[config.mk]
export PLATFORM = sky130hd
export DESIGN_NAME = uart_rx
export DESIGN_NICKNAME = d
export VERILOG_FILES = /design/src/rtl/uart_rx.sv
export SDC_FILE = /design/constraint.sdc
export NUM_CORES = 1
export LEC_CHECK = 0
export ABC_AREA = 1
export CAP_MARGIN = 20
export CORE_MARGIN = 4
export CORE_UTILIZATION = 50
export CTS_CLUSTER_SIZE = 14
export DETAILED_ROUTE_END_ITERATION = 7
export PLACE_DENSITY = 0.79
export SLEW_MARGIN = 10
export SYNTH_ARGS = -nofsm -noshare
export SYNTH_HDL_FRONTEND = slang
export SYNTH_SLANG_ARGS = --single-unit
[constraint.sdc]
create_clock -name clk -period 1.34 [get_ports clk]
set_input_delay 0.268 -clock clk [delete_from_list [all_inputs] [get_ports clk]]
set_output_delay 0.268 -clock clk [all_outputs]
set_load 0.005 [all_outputs]
[src/rtl/uart_rx.sv]
// ---------------------------------------------------------------------------
// uart_rx : 8N1 serial UART receiver, LSB first (8E1 with even parity when
//           the optional UART_RX_PARITY_EN macro is defined).
//
// The asynchronous rx pin is oversampled with clk. Each frame is
// deserialised and the byte is presented on data, together with a
// one-cycle write_trig that feeds the downstream RX byte FIFO directly.
// There is no backpressure: the FIFO overwrites its oldest entry when full.
//
// Parameters:
//   CLKS_PER_BIT  system clocks per bit period (8..65535, even preferred)
//   CNT_BITS      width of the bit-timing counter
//
// Ports:
//   clk         in   system clock, all logic on posedge
//   reset       in   asynchronous active-high reset
//   rx          in   raw serial line, idle high, asynchronous to clk
//   data        out  [7:0] last correctly received byte
//   write_trig  out  one-cycle pulse, data valid this cycle
//   frame_err   out  one-cycle pulse, stop bit sampled low
//   parity_err  out  one-cycle pulse on parity mismatch (0 without parity)
//   busy        out  high whenever the receiver is not idle
//
// Optional feature macro: UART_RX_PARITY_EN (even parity, 8E1 framing).
// ---------------------------------------------------------------------------
module uart_rx #(
    parameter int CLKS_PER_BIT = 104,
    parameter int CNT_BITS     = $clog2(CLKS_PER_BIT)
) (
    input  logic       clk,
    input  logic       reset,
    input  logic       rx,
    output logic [7:0] data,
    output logic       write_trig,
    output logic       frame_err,
    output logic       parity_err,
    output logic       busy
);

    typedef enum logic [2:0] {
        IDLE,
        START,
        DATA,
        PARITY,
        STOP,
        BREAK
    } state_t;

    localparam logic [CNT_BITS-1:0] HALF_LOAD = CNT_BITS'(CLKS_PER_BIT / 2 - 1);
    localparam logic [CNT_BITS-1:0] FULL_LOAD = CNT_BITS'(CLKS_PER_BIT - 1);

    state_t              state, state_n;
    logic [CNT_BITS-1:0] cnt, cnt_n;
    logic [2:0]          bit_idx, idx_n;
    logic [7:0]          shreg, shreg_n;
    logic [7:0]          data_n;
    logic                wt_n, fe_n;
    logic                rx_m, rx_s, rx_q;
    logic                tick;

    // Synchroniser flops preset to 1 so reset release looks like an idle line.
    always_ff @(posedge clk or posedge reset) begin
        if (reset) begin
            rx_m <= 1'b1;
            rx_s <= 1'b1;
            rx_q <= 1'b1;
        end else begin
            rx_m <= rx;
            rx_s <= rx_m;
            rx_q <= rx_s;
        end
    end

    assign tick = (cnt == '0);
    assign busy = (state != IDLE);

`ifdef UART_RX_PARITY_EN
    logic par_bad, par_bad_n;
    logic pe_n;

    always_ff @(posedge clk or posedge reset) begin
        if (reset) begin
            par_bad    <= 1'b0;
            parity_err <= 1'b0;
        end else begin
            par_bad    <= par_bad_n;
            parity_err <= pe_n;
        end
    end
`else
    assign parity_err = 1'b0;
`endif

    always_ff @(posedge clk or posedge reset) begin
        if (reset) begin
            state      <= IDLE;
            cnt        <= '0;
            bit_idx    <= '0;
            shreg      <= '0;
            data       <= '0;
            write_trig <= 1'b0;
            frame_err  <= 1'b0;
        end else begin
            state      <= state_n;
            cnt        <= cnt_n;
            bit_idx    <= idx_n;
            shreg      <= shreg_n;
            data       <= data_n;
            write_trig <= wt_n;
            frame_err  <= fe_n;
        end
    end

    always_comb begin
        state_n = state;
        cnt_n   = cnt;
        idx_n   = bit_idx;
        shreg_n = shreg;
        data_n  = data;
        wt_n    = 1'b0;
        fe_n    = 1'b0;
`ifdef UART_RX_PARITY_EN
        par_bad_n = par_bad;
        pe_n      = 1'b0;
`endif
        case (state)
            IDLE: begin
                if (rx_q && !rx_s) begin
                    state_n = START;
                    cnt_n   = HALF_LOAD;
                end
            end
            START: begin
                if (tick) begin
                    // Line back high at mid start bit: treat as a glitch.
                    if (rx_s) begin
                        state_n = IDLE;
                    end else begin
                        state_n = DATA;
                        cnt_n   = FULL_LOAD;
                        idx_n   = 3'd0;
                    end
                end else begin
                    cnt_n = cnt - CNT_BITS'(1);
                end
            end
            DATA: begin
                if (tick) begin
                    shreg_n = {rx_s, shreg[7:1]};
                    cnt_n   = FULL_LOAD;
                    idx_n   = bit_idx + 3'd1;
                    if (bit_idx == 3'd7) begin
`ifdef UART_RX_PARITY_EN
                        state_n = PARITY;
`else
                        state_n = STOP;
`endif
                    end
                end else begin
                    cnt_n = cnt - CNT_BITS'(1);
                end
            end
`ifdef UART_RX_PARITY_EN
            PARITY: begin
                if (tick) begin
                    // Even parity: data bits XOR parity bit must be zero.
                    par_bad_n = ^{shreg, rx_s};
                    cnt_n     = FULL_LOAD;
                    state_n   = STOP;
                end else begin
                    cnt_n = cnt - CNT_BITS'(1);
                end
            end
`endif
            STOP: begin
                if (tick) begin
                    // Leave at mid stop bit so a half-bit stop still allows
                    // back-to-back frames.
                    if (rx_s) begin
                        state_n = IDLE;
`ifdef UART_RX_PARITY_EN
                        if (par_bad) begin
                            pe_n = 1'b1;
                        end else begin
                            wt_n   = 1'b1;
                            data_n = shreg;
                        end
`else
                        wt_n   = 1'b1;
                        data_n = shreg;
`endif
                    end else begin
                        fe_n    = 1'b1;
                        state_n = BREAK;
                    end
                end else begin
                    cnt_n = cnt - CNT_BITS'(1);
                end
            end
            BREAK: begin
                // Wait out a held-low line before start detection resumes.
                if (rx_s) begin
                    state_n = IDLE;
                end
            end
            default: begin
                state_n = IDLE;
            end
        endcase
    end

endmodule

Word level (Yosys, flattened, before mapping)
Index checks and enable logic that the tools add are counted.

Register bits: 34. Input port bits: 3. Output and inout bits: 12. Word-level logic and storage cells: 63.

Add/sub/neg operators: 2. Equal/unequal tests: 14. Muxes and demuxes: 25. Reductions and logical operators: 12.

Operators by type and width (count): two-way mux 7 bit (5); two-way mux 3 bit (10); case mux 7 bit (4 select lines) (1); inequality test 2 bit, second input constant (8); case mux 3 bit (5 select lines) (1); equality test 3 bit, second input constant (3); AND reduction 4 bit (2); logical NOT 7 bit (1); subtractor 7 x 1 -> 7 bit, second input constant (1); two-way mux 1 bit (6); case mux 3 bit (2 select lines) (1); AND reduction 6 bit (1); nonzero test 4 bit (1); adder 3 x 1 -> 3 bit, second input constant (1); equality test 3 x 1 -> 1 bit, second input constant (1); equality test 3 x 2 -> 1 bit, second input constant (1); logical NOT 3 bit (1); inequality test 3 bit, second input constant (1); AND reduction 3 bit (1); nonzero test 3 bit (1); two-way mux 2 bit (1); AND reduction 2 bit (1); nonzero test 2 bit (1); logical AND 1 bit (1); logical NOT 1 bit (1).

Logic depth before layout (Yosys ltp)
Gate-level depths: netlist (run 1).

Depth after elaboration: 4. Mapped depth: 10. Gate-level depth less buffers: 10.

Worst setup path after synthesis (run 1)
Ideal clock, no wire load.

Path kind: register -> register. Start point: reg cnt[0]. End point: reg data[1]. Library setup time: 118 ps. Arrival time: 1371 ps. Required time: 1222 ps. Path slack: -149 ps. Cell stages (with the launch flop): 9. Path buffers: 1. Period minus slack after synthesis: 1489 ps. Cell sequence: dfrtp_1 -> inv_1 -> ha_1 -> nand2_2 -> nor2_8 -> nand3_4 -> buf_6 -> nand2_2 -> o21ai_2.

Cells in the longest elaborated chain, start to end: 2.

Ends and longest elaborated chain: start: declaration (line 53) `logic [CNT_BITS-1:0] cnt, cnt_n;`; start signal: assignment (line 105) `cnt <= cnt_n;`; logical NOT 7 bit (line 74) `assign tick = (cnt == '0);`; AND reduction 3 bit (no source line); end signal: assignment (line 108) `data <= data_n;`; end: declaration (line 33) `output logic [7:0] data,`.

Every way passes these cells. A chain may end at the register's enable or synchronous reset.

Worst setup path in the final report (run 1)
Start point: reg state[1]. End point: reg cnt[4].

Cells in the longest elaborated chain, start to end: 3. Elaborated cells on any way between the ends: 10. Classes of those cells: 6 x eq/ne; 1 x mux; 3 x reduce/logical.

Ends and longest elaborated chain: start: declaration (line 52) `state_t state, state_n;`; start signal: assignment (line 104) `state <= state_n;`; equality test 3 x 1 -> 1 bit (tied with other cells) (line 126) `case (state)`; inequality test 3 bit (no source line) (tied with other cells); AND reduction 4 bit (no source line).

Parallel ways exist; a longest one is shown, timed or not.

==> results of run 1 <==
## path summary, 6_finish.rpt
check | from | endpoint | slack (ns) | depth (start not counted)
max in group asynchronous | reset | rx_q$_DFF_PP1_ | 0.83 | 3
worst min register to register | rx_m$_DFF_PP1_ | rx_s$_DFF_PP1_ | 0.36 | 0
min in group clk | rx | rx_m$_DFF_PP1_ | 0.33 | 1
worst max register to register | state[1]$_DFFE_PP0P_ | cnt[4]$_DFFE_PP0P_ | -0.10 | 10
worst min-delay path | reset | cnt[0]$_DFFE_PP0P_ | 0.24 | 3
worst max-delay path | state[1]$_DFFE_PP0P_ | cnt[4]$_DFFE_PP0P_ | -0.10 | 10
## worst min-delay path, cell delays in order
cell	delay [ns]
clkdlybuf4s50_1	0.39
inv_1	0.09
buf_12	0.21
## logic make-up after synthesis
kind of cell             count (synthesis)  share of synthesized area (%)
adder cells (fa/ha/maj)                  3                           2.20
AO/OA/AOI/OAI                           24                           10.5
flip-flops                              34                           50.1
AND/OR/NAND/NOR                        105                           28.5
XOR/XNOR                                 1                          0.514
buffers and inverters                   31                           7.92
other                                    1                          0.220
## area by class of cell
type | count | area, um^2 | share of cell area [%]
tap | 44 | 55.1 | 2.29
inverter | 28 | 108 | 4.47
clock inverter | 1 | 5.00 | 0.208
multi-input combinational | 136 | 906 | 37.6
clock buffer | 7 | 55.1 | 2.29
timing repair buffer | 48 | 423 | 17.6
sequential | 34 | 855 | 35.5
## cell usage after synthesis
master | number | share of area, %
nand2_1 | 66 | 15
dfrtp_1 | 31 | 45
inv_1 | 28 | 6.2
o21ai_2 | 15 | 7.7
nand3_1 | 12 | 3.5
nor2_1 | 10 | 2.2
nand2_2 | 5 | 1.8
o21ai_0 | 5 | 1.5
nand4_1 | 4 | 1.5
a21oi_1 | 3 | 0.88
dfstp_2 | 3 | 4.6
ha_1 | 3 | 2.2
buf_6 | 2 | 1.3
nor2_2 | 2 | 0.73
a21boi_0 | 1 | 0.44
buf_4 | 1 | 0.44
conb_1 | 1 | 0.22
nand2_4 | 1 | 0.66
nand3_2 | 1 | 0.59
nand3_4 | 1 | 1.0
nand3b_1 | 1 | 0.44
nor2_8 | 1 | 1.2
or2_2 | 1 | 0.37
xor2_1 | 1 | 0.51
## through the flow
step | util, % | std cells | worst slack (ns)
after global placement | 64.8 | 274 | -0.0704
after floorplan | - | 199 | 0.00282
final | 76.3 | 298 | -0.102
after detailed placement | 64.8 | 274 | -0.0990
after CTS | 71.6 | 293 | -0.141
after global routing | 76.3 | 298 | -0.195
## what timing repair did
action,4_1_cts,5_1_grt
setup endpoints to repair,40,31
resized for setup,33,39
cloned,2,0
buffers inserted,9,5
pin swaps,10,23
## power groups by stage
stage | logic (mW) | clock network (mW) | registers [mW]
CTS | 2.16 | 0.619 | 1.27
detailed placement | 1.81 | 0 | 1.30
floorplan | 1.12 | 0 | 1.31
global route | 2.94 | 0.659 | 1.31
global placement | 1.75 | 0 | 1.29
finish | 2.72 | 0.607 | 1.29
## sequential cells by signal, summed over array words and instances (netlist names)
register	flops
shreg	8
rx_s	1
data	8
rx_m	1
frame_err	1
state	3
bit_idx	3
rx_q	1
write_trig	1
cnt	7
## routing by layer
layer,vias to the layer above,track usage [%],share of wire (%)
met5,-,0,0
li1,732,-,-
met4,0,8.38,2.7
met3,14,4.93,6.2
met1,771,23.6,39
met2,66,34.1,52
==> flow_summary.yaml, run 1 <==
power:
  pwr-share-comb_pct: 58.9
  p_leak_nw: 1.28
  pwr-share-seq_pct: 28.0
  switching_share_pct: 44.4
  power_density_nw_per_um2: 1920
  power_frac_clock_pct: 13.1
  cell_internal_pwr_mw: 2.57
  power.switching_mw: 2.05
  p_total_mw: 4.62
  peakVddDrop_mv: 1.00
clock_tree:
  insertion_delay_ns: 0.34
  cts_made_buffers: 5
  clock_sinks: 34
  root_buffer: "clkbuf_4"
  holdBufCountCts: 0
  path_clk_slew_ns: 0.11
  cts_tree: "yes"
  htree_levels: 2
  clock_path_buffers: 2
timing:
  fin_crit_sh_pct: 108
  maxSlewViolCount: 0
  whs_ns: 0.244
  layout_min_cycle_time_ns: 1.44
  fmax_mhz: 693
  rsz0062_at_grt: "true"
  finalWorstSetupSlack_ns: -0.102
  fin_tns_setup_ns: -1.20
  setup_viol: 24
  hold_violations: 0
  finClkSkew_ns: 0.0111
critical_path:
  worstPathArrival_ns: 1.69
  critical_path.top_delay_family: "simple AND/OR/NAND/NOR gates"
  cp_slowest_cell: "dfrtp_1"
  cp_cell_sequence: "buf_6 > inv_2 > buf_4 > nand4_1 > nand2_1 > nand2_2 > inv_2 > nor2_4 > nand2_1 > nand2_2"
  path_class: "reg2reg"
  cp_num_buf_inv: 4
  required_ns: 1.59
  slowest_delay_ns: 0.43
  cp-start-kind: "flip-flop"
  crit_fanout: 3
  end_kind: "flip-flop"
place:
  io_buffers: 13
  gp_congestion: 0.817
  dpl.hpwl_um: 2380
  placed_cell_area_um2: 2040
synth:
  synth_cell_types: 24
  seq_area_frac_synth_pct: 50.1
  synthesis.nets: 205
  postSynthCellCount: 199
  yosysWarnings: 0
  ys_seq_elements: 34
  syn_area_per_cell_um2: 8.57
  synth_area_um2: 1710
detailed_routing:
  ant_nets: 0
  drt-total-wl_um: 4420
  drcViolationCount: 0
  drt_iter0_drc: 101
  avgViaCountPerCell: 5.31
  vias: 1583
  wire_per_inst_um: 14.8
  firstDrtPassIters: 4
cells_and_area:
  syn_to_final_growth_pct: 41.1
  drive_above_1_share_pct: 44.1
  nets: 259
  postLayoutCellArea_um2: 2410
  antenna_cells: 0
  final_common_cell: "nand2_1"
  mostFrequentLayoutCells: "nand2_1, dfrtp_1, buf_4, inv_1, nand2_2"
  fillers: 214
run_status:
  failed_checks: "negative setup slack"
  status: "finished, violations left"
floorplanning:
  pin_count: 15
  die-area_um2: 4410
  core_um2: 3150
  start_util_pct: 54.1
  row_count: 20
  die_h_um: 66.4
  die_w_um: 66.4
global_routing:
  grt_start_max_net_pins: 35
  grt_pass1_vias: 1460
  overflow: 0
  grt_pass1_wl_um: 6580
  antenna_found_initial: 0
  track_usage_pct: 19.9
flow_run:
  maxCapViolations: 0
hold_path:
  worstHoldPathType: "in2async"
Power figures use the tool's default switching activity.
==> run 2: changes to the inputs <==
--- a/config.mk
+++ b/config.mk
@@ -6,7 +6,7 @@
 export NUM_CORES = 1
 export LEC_CHECK = 0
 export ABC_AREA = 1
-export CAP_MARGIN = 20
+export CORE_ASPECT_RATIO = 1.2
 export CORE_MARGIN = 4
 export CORE_UTILIZATION = 50
 export CTS_CLUSTER_SIZE = 14
@@ -16,3 +16,4 @@
 export SYNTH_ARGS = -nofsm -noshare
 export SYNTH_HDL_FRONTEND = slang
 export SYNTH_SLANG_ARGS = --single-unit
+export TNS_END_PERCENT = 30
==> run 2 against run 1 <==
Largest power group unchanged. Global-route usage decreased by 2.1 points. Critical path depth decreased by 1. Utilization decreased by 1.0 points. The flow still finishes with violations (negative setup slack). Critical endpoint is now data[2]$_DFFE_PP0P_. Clock-buffer cell count unchanged. Design area decreased by 0.94%. Flip-flop and latch count unchanged. Largest cell class unchanged. First-iteration DRC count decreased by 42%. Power increased by 0.20%. Highest routed layer unchanged. Register-to-register slack about the same.
==> flow_summary.yaml, run 2 (same netlist as run 1, synthesis figures left out) <==
global_routing:
  overflow: 0
  grt_start_max_net_pins: 35
  grt_pass1_vias: 1348
  antenna_found_initial: 0
  track_usage_pct: 17.9
  grt_pass1_wl_um: 5920
cells_and_area:
  postLayoutCellArea_um2: 2380
  mostFrequentLayoutCells: "nand2_1, dfrtp_1, buf_4, inv_1, o21ai_2"
  nets: 258
  syn_to_final_growth_pct: 39.8
  multi_input_area_um2: 895
  fillers: 217
  drive_above_1_share_pct: 42.7
  antenna_cells: 0
  final_common_cell: "nand2_1"
  ff_latch_area_um2: 855
  largestRegisters: "data (8), shreg (8), cnt (7)"
power:
  peakVddDrop_mv: 1.62
  p_leak_nw: 1.26
  p_total_mw: 4.63
  power_density_nw_per_um2: 1940
critical_path:
  worstPathArrival_ns: 1.68
  path_class: "reg2reg"
  cp-start-kind: "flip-flop"
  crit_fanout: 8
  end_kind: "flip-flop"
  required_ns: 1.57
timing:
  fmax_mhz: 691
  hold_violations: 0
  rsz0062_at_grt: "true"
  fin_crit_sh_pct: 108
  setup_viol: 30
  finalWorstSetupSlack_ns: -0.108
  layout_min_cycle_time_ns: 1.45
  maxSlewViolCount: 0
  finClkSkew_ns: 0.00784
  fin_tns_setup_ns: -1.15
detailed_routing:
  ant_nets: 0
  wire_per_inst_um: 13.3
  vias: 1463
  firstDrtPassIters: 4
  avgViaCountPerCell: 5.06
  drt_iter0_drc: 59
  drt-total-wl_um: 3840
  drcViolationCount: 0
hold_path:
  worstHoldPathType: "in2async"
place:
  dpl.hpwl_um: 2310
  placed_cell_area_um2: 2030
  io_buffers: 13
  gp_congestion: 0.769
floorplanning:
  start_util_pct: 53.9
  pin_count: 15
  die_h_um: 72.0
  core_um2: 3170
  die_w_um: 61.3
  die-area_um2: 4410
  row_count: 22
run_status:
  status: "finished, violations left"
  failed_checks: "negative setup slack"
clock_tree:
  insertion_delay_ns: 0.34
  htree_levels: 2
  holdBufCountCts: 0
  root_buffer: "clkbuf_4"
  cts_tree: "yes"
  path_clk_slew_ns: 0.11
  clock_path_buffers: 2
  cts_made_buffers: 5
  clock_sinks: 34
flow_run:
  maxCapViolations: 0
[run 2: cell count changes in the layout (fill, tap and decap cells not counted), moves of 2 or more]
cell     delta
inv_2       -2
nand2_2     -2
nand2_4     -3
o21ai_2     +2
nand3_4     +2
nand2_1     +4
o21ai_1     -2
[run 2: stage by stage]
step / instances / setup WS [ns] / util [%] / hold slack (ns)
2_1_floorplan: 199 / 0.00282 / - / 0.272
3_3_place_gp: 266 / -0.0663 / 64.2 / 0.346
3_5_place_dp: 266 / -0.111 / 64.2 / 0.350
4_1_cts: 279 / -0.138 / 67.5 / 0.264
5_1_grt: 289 / -0.166 / 75.3 / 0.277
6_report: 289 / -0.108 / 75.3 / 0.254
[run 2: where the power goes]
part           internal [mW]  switching [mW]
clock                  0.254           0.350
sequential              1.18          0.0936
combinational           1.22            1.53
[run 2: final timing paths]
| path | slack [ns] | cells after the start | endpoint | from |
|---|---|---|---|---|
| max in group asynchronous | 0.83 | 3 | rx_m$_DFF_PP1_ | reset |
| setup / recovery | -0.11 | 9 | data[2]$_DFFE_PP0P_ | state[0]$_DFFE_PP0P_ |
| hold / removal | 0.25 | 3 | data[0]$_DFFE_PP0P_ | reset |
| setup reg to reg | -0.11 | 9 | data[2]$_DFFE_PP0P_ | state[0]$_DFFE_PP0P_ |
| min in group clk | 0.34 | 1 | rx_m$_DFF_PP1_ | rx |
| hold reg to reg | 0.37 | 0 | rx_s$_DFF_PP1_ | rx_m$_DFF_PP1_ |
[run 2: metal layers]
layer	routed length [um]	global-route usage, %	vias up
met4	69	6.02	0
li1	-	-	732
met3	130	4.98	8
met5	0	0	-
met1	1710	25.9	692
met2	1940	25.6	31
[run 2: layout make-up]
cell class | instances | area share (%)
timing repair buffer | 48 | 17.6
clock buffer | 7 | 2.31
inverter | 28 | 4.62
sequential | 34 | 35.9
tap | 36 | 1.89
multi-input combinational | 135 | 37.5
clock inverter | 1 | 0.210
[run 2: critical path, stage by stage, from the launching register on]
cell and delay [ns]:
dfrtp_1 0.39, buf_4 0.14, nor2_4 0.08, buf_4 0.13
nand2_2 0.09, inv_2 0.10, buf_12 0.11, nand3_4 0.14
nand2_2 0.12, o21ai_2 0.05
[run 2: what timing repair did]
action / 4_1_cts / 5_1_grt
cloned: 0 / 1
gates resized for setup: 20 / 48
setup endpoints to repair: 41 / 32
pin swaps: 3 / 14
setup buffers: 5 / 9
==> run 3: changes to the inputs <==
==> constraint.sdc (replaced) <==
create_clock -name clk -period 1.3 [get_ports clk]
set_input_delay 0.26 -clock clk [delete_from_list [all_inputs] [get_ports clk]]
set_output_delay 0.26 -clock clk [all_outputs]
set_load 0.005 [all_outputs]
==> run 3 against run 2 <==
Via count shrank 1.7%. Largest power group unchanged. The flow still finishes with violations (negative setup slack). Flip-flop and latch count is the same. Largest cell class is now sequential cells. Clock skew grew 0.0050 ns. Hold slack gained 0.0096 ns. Global-route usage is essentially flat. Fmax grew 0.21%. Sequential share of layout area grew 0.38 points. Cell count grew 1.4%. Critical path type unchanged. Design area shrank 1.1%. Critical endpoint is now bit_idx[2]$_DFFE_PP0P_. Power grew 0.89%.
==> flow_summary.yaml, run 3 (same netlist as run 1, synthesis figures left out) <==
critical_path:
  setup.worst_path.end: "bit_idx[2]$_DFFE_PP0P_"
  required_ns: 1.51
  cp-start-kind: "flip-flop"
  rr_endpoint: "bit_idx[2]$_DFFE_PP0P_"
  reg2regPathDepth: 7
  worstPathArrival_ns: 1.66
  path_class: "reg2reg"
  end_kind: "flip-flop"
  regToRegSetupSlack_ns: -0.15
  crit_fanout: 6
  reg2reg_from: "cnt[2]$_DFFE_PP0P_"
  critPathLaunch: "cnt[2]$_DFFE_PP0P_"
clock_tree:
  root_buffer: "clkbuf_4"
  htree_levels: 2
  insertion_delay_ns: 0.33
  clock_path_buffers: 2
  cts_tree: "yes"
  clock_sinks: 34
  path_clk_slew_ns: 0.11
  cts_made_buffers: 5
timing:
  whs_ns: 0.264
  hold_violations: 0
  setup_viol: 29
  fmax_mhz: 692
  rsz0062_at_grt: "true"
  finClkSkew_ns: 0.0129
  finalWorstSetupSlack_ns: -0.145
  fin_crit_sh_pct: 111
  layout_min_cycle_time_ns: 1.45
  maxSlewViolCount: 0
cells_and_area:
  nets: 262
  multi_input_area_um2: 851
  largestRegisters: "data (8), shreg (8), cnt (7)"
  postLayoutCellArea_um2: 2360
  drive_above_1_share_pct: 41.6
  antenna_cells: 0
  ff_latch_area_um2: 855
  final_common_cell: "nand2_1"
  final_cells: 293
  mostFrequentLayoutCells: "nand2_1, buf_4, dfrtp_1, inv_1, o21ai_2"
  fillers: 218
  syn_to_final_growth_pct: 38.3
place:
  dp_slack_ns: -0.171
  gp_congestion: 0.792
  io_buffers: 13
  placed_cell_area_um2: 2080
  dp.cells: 271
  dpl.hpwl_um: 2270
floorplanning:
  row_count: 22
  pin_count: 15
  die-area_um2: 4410
  die_w_um: 61.3
  die_h_um: 72.0
  start_util_pct: 53.9
  core_um2: 3170
global_routing:
  track_usage_pct: 17.9
  grt_start_max_net_pins: 35
  grt_pass1_vias: 1352
  antenna_found_initial: 0
  overflow: 0
  grt_pass1_wl_um: 5910
detailed_routing:
  firstDrtPassIters: 4
  vias: 1438
  drcViolationCount: 0
  drt-total-wl_um: 3660
  ant_nets: 0
  wire_per_inst_um: 12.5
  avgViaCountPerCell: 4.91
  drt_iter0_drc: 86
power:
  power_density_nw_per_um2: 1980
  peakVddDrop_mv: 1.43
  p_leak_nw: 1.27
run_status:
  failed_checks: "negative setup slack"
  status: "finished, violations left"
hold_path:
  worstHoldPathType: "in2async"
flow_run:
  maxCapViolations: 0
==> run 3: cell type report <==
class                   count  area share (%)
clock inverters             1            1.27
well taps                  36            1.91
clock buffers               7            1.91
inverters                  28            4.56
repair buffers             52            18.0
flip-flops and latches     34            36.2
multi-input cells         135            36.1
==> run 3: worst min path at each step <==
stage              startpoint                    to  slack [ns]  cells past startpoint
2_1_floorplan              rx        rx_m$_DFF_PP1_        0.26                      0
3_3_place_gp   rx_m$_DFF_PP1_        rx_s$_DFF_PP1_        0.35                      0
3_5_place_dp   rx_m$_DFF_PP1_        rx_s$_DFF_PP1_        0.35                      0
4_1_cts                 reset  write_trig$_DFF_PP0_        0.26                      3
5_1_grt                 reset    cnt[2]$_DFFE_PP0P_        0.27                      3
6_report                reset    cnt[5]$_DFFE_PP0P_        0.26                      3
==> run 3: stage by stage <==
stage	TNS, ns	power, mW	util (%)
after detailed placement	-3.25	3.33	65.7
after floorplan	-0.0701	2.52	-
after global routing	-6.26	5.05	74.5
after CTS	-1.79	4.60	72.9
final	-2.89	4.67	74.5
after global placement	-2.00	3.28	65.7
==> run 3: timing repair <==
action                                  in CTS  in global routing
pin swaps                                   12                  9
gates cloned                                 0                  1
hold buffers                                 0                  0
setup buffers                               11                  2
gates resized for setup                     42                 14
endpoints found under the setup margin      41                 37
==> run 3: layer usage <==
layer  global-route usage, %  vias up  part of all wire (%)  routed length, um
met4                    5.78        0                  0.96                 35
li1                        -      741                     -                  -
met2                    27.8       22                    51               1850
met1                    24.4      671                    45               1660
met3                    4.45        4                   3.0                108
met5                       0        -                     0                  0
==> run 3: power by group <==
group	total (mW)	leakage (nW)	switching, mW	internal [mW]
logic	2.62	0.776	1.42	1.20
clock network	0.749	0.0395	0.341	0.408
registers	1.31	0.450	0.0921	1.21
total	4.67	1.27	1.85	2.82
==> run 3: critical path, cell delays in order (launching register included) <==
cell and delay (ns):
dfrtp_1 0.41, nor2_2 0.22, nand2_4 0.10, nor2_8 0.22, buf_6 0.13, nand3_4 0.10
nand2_1 0.08, o21ai_1 0.06
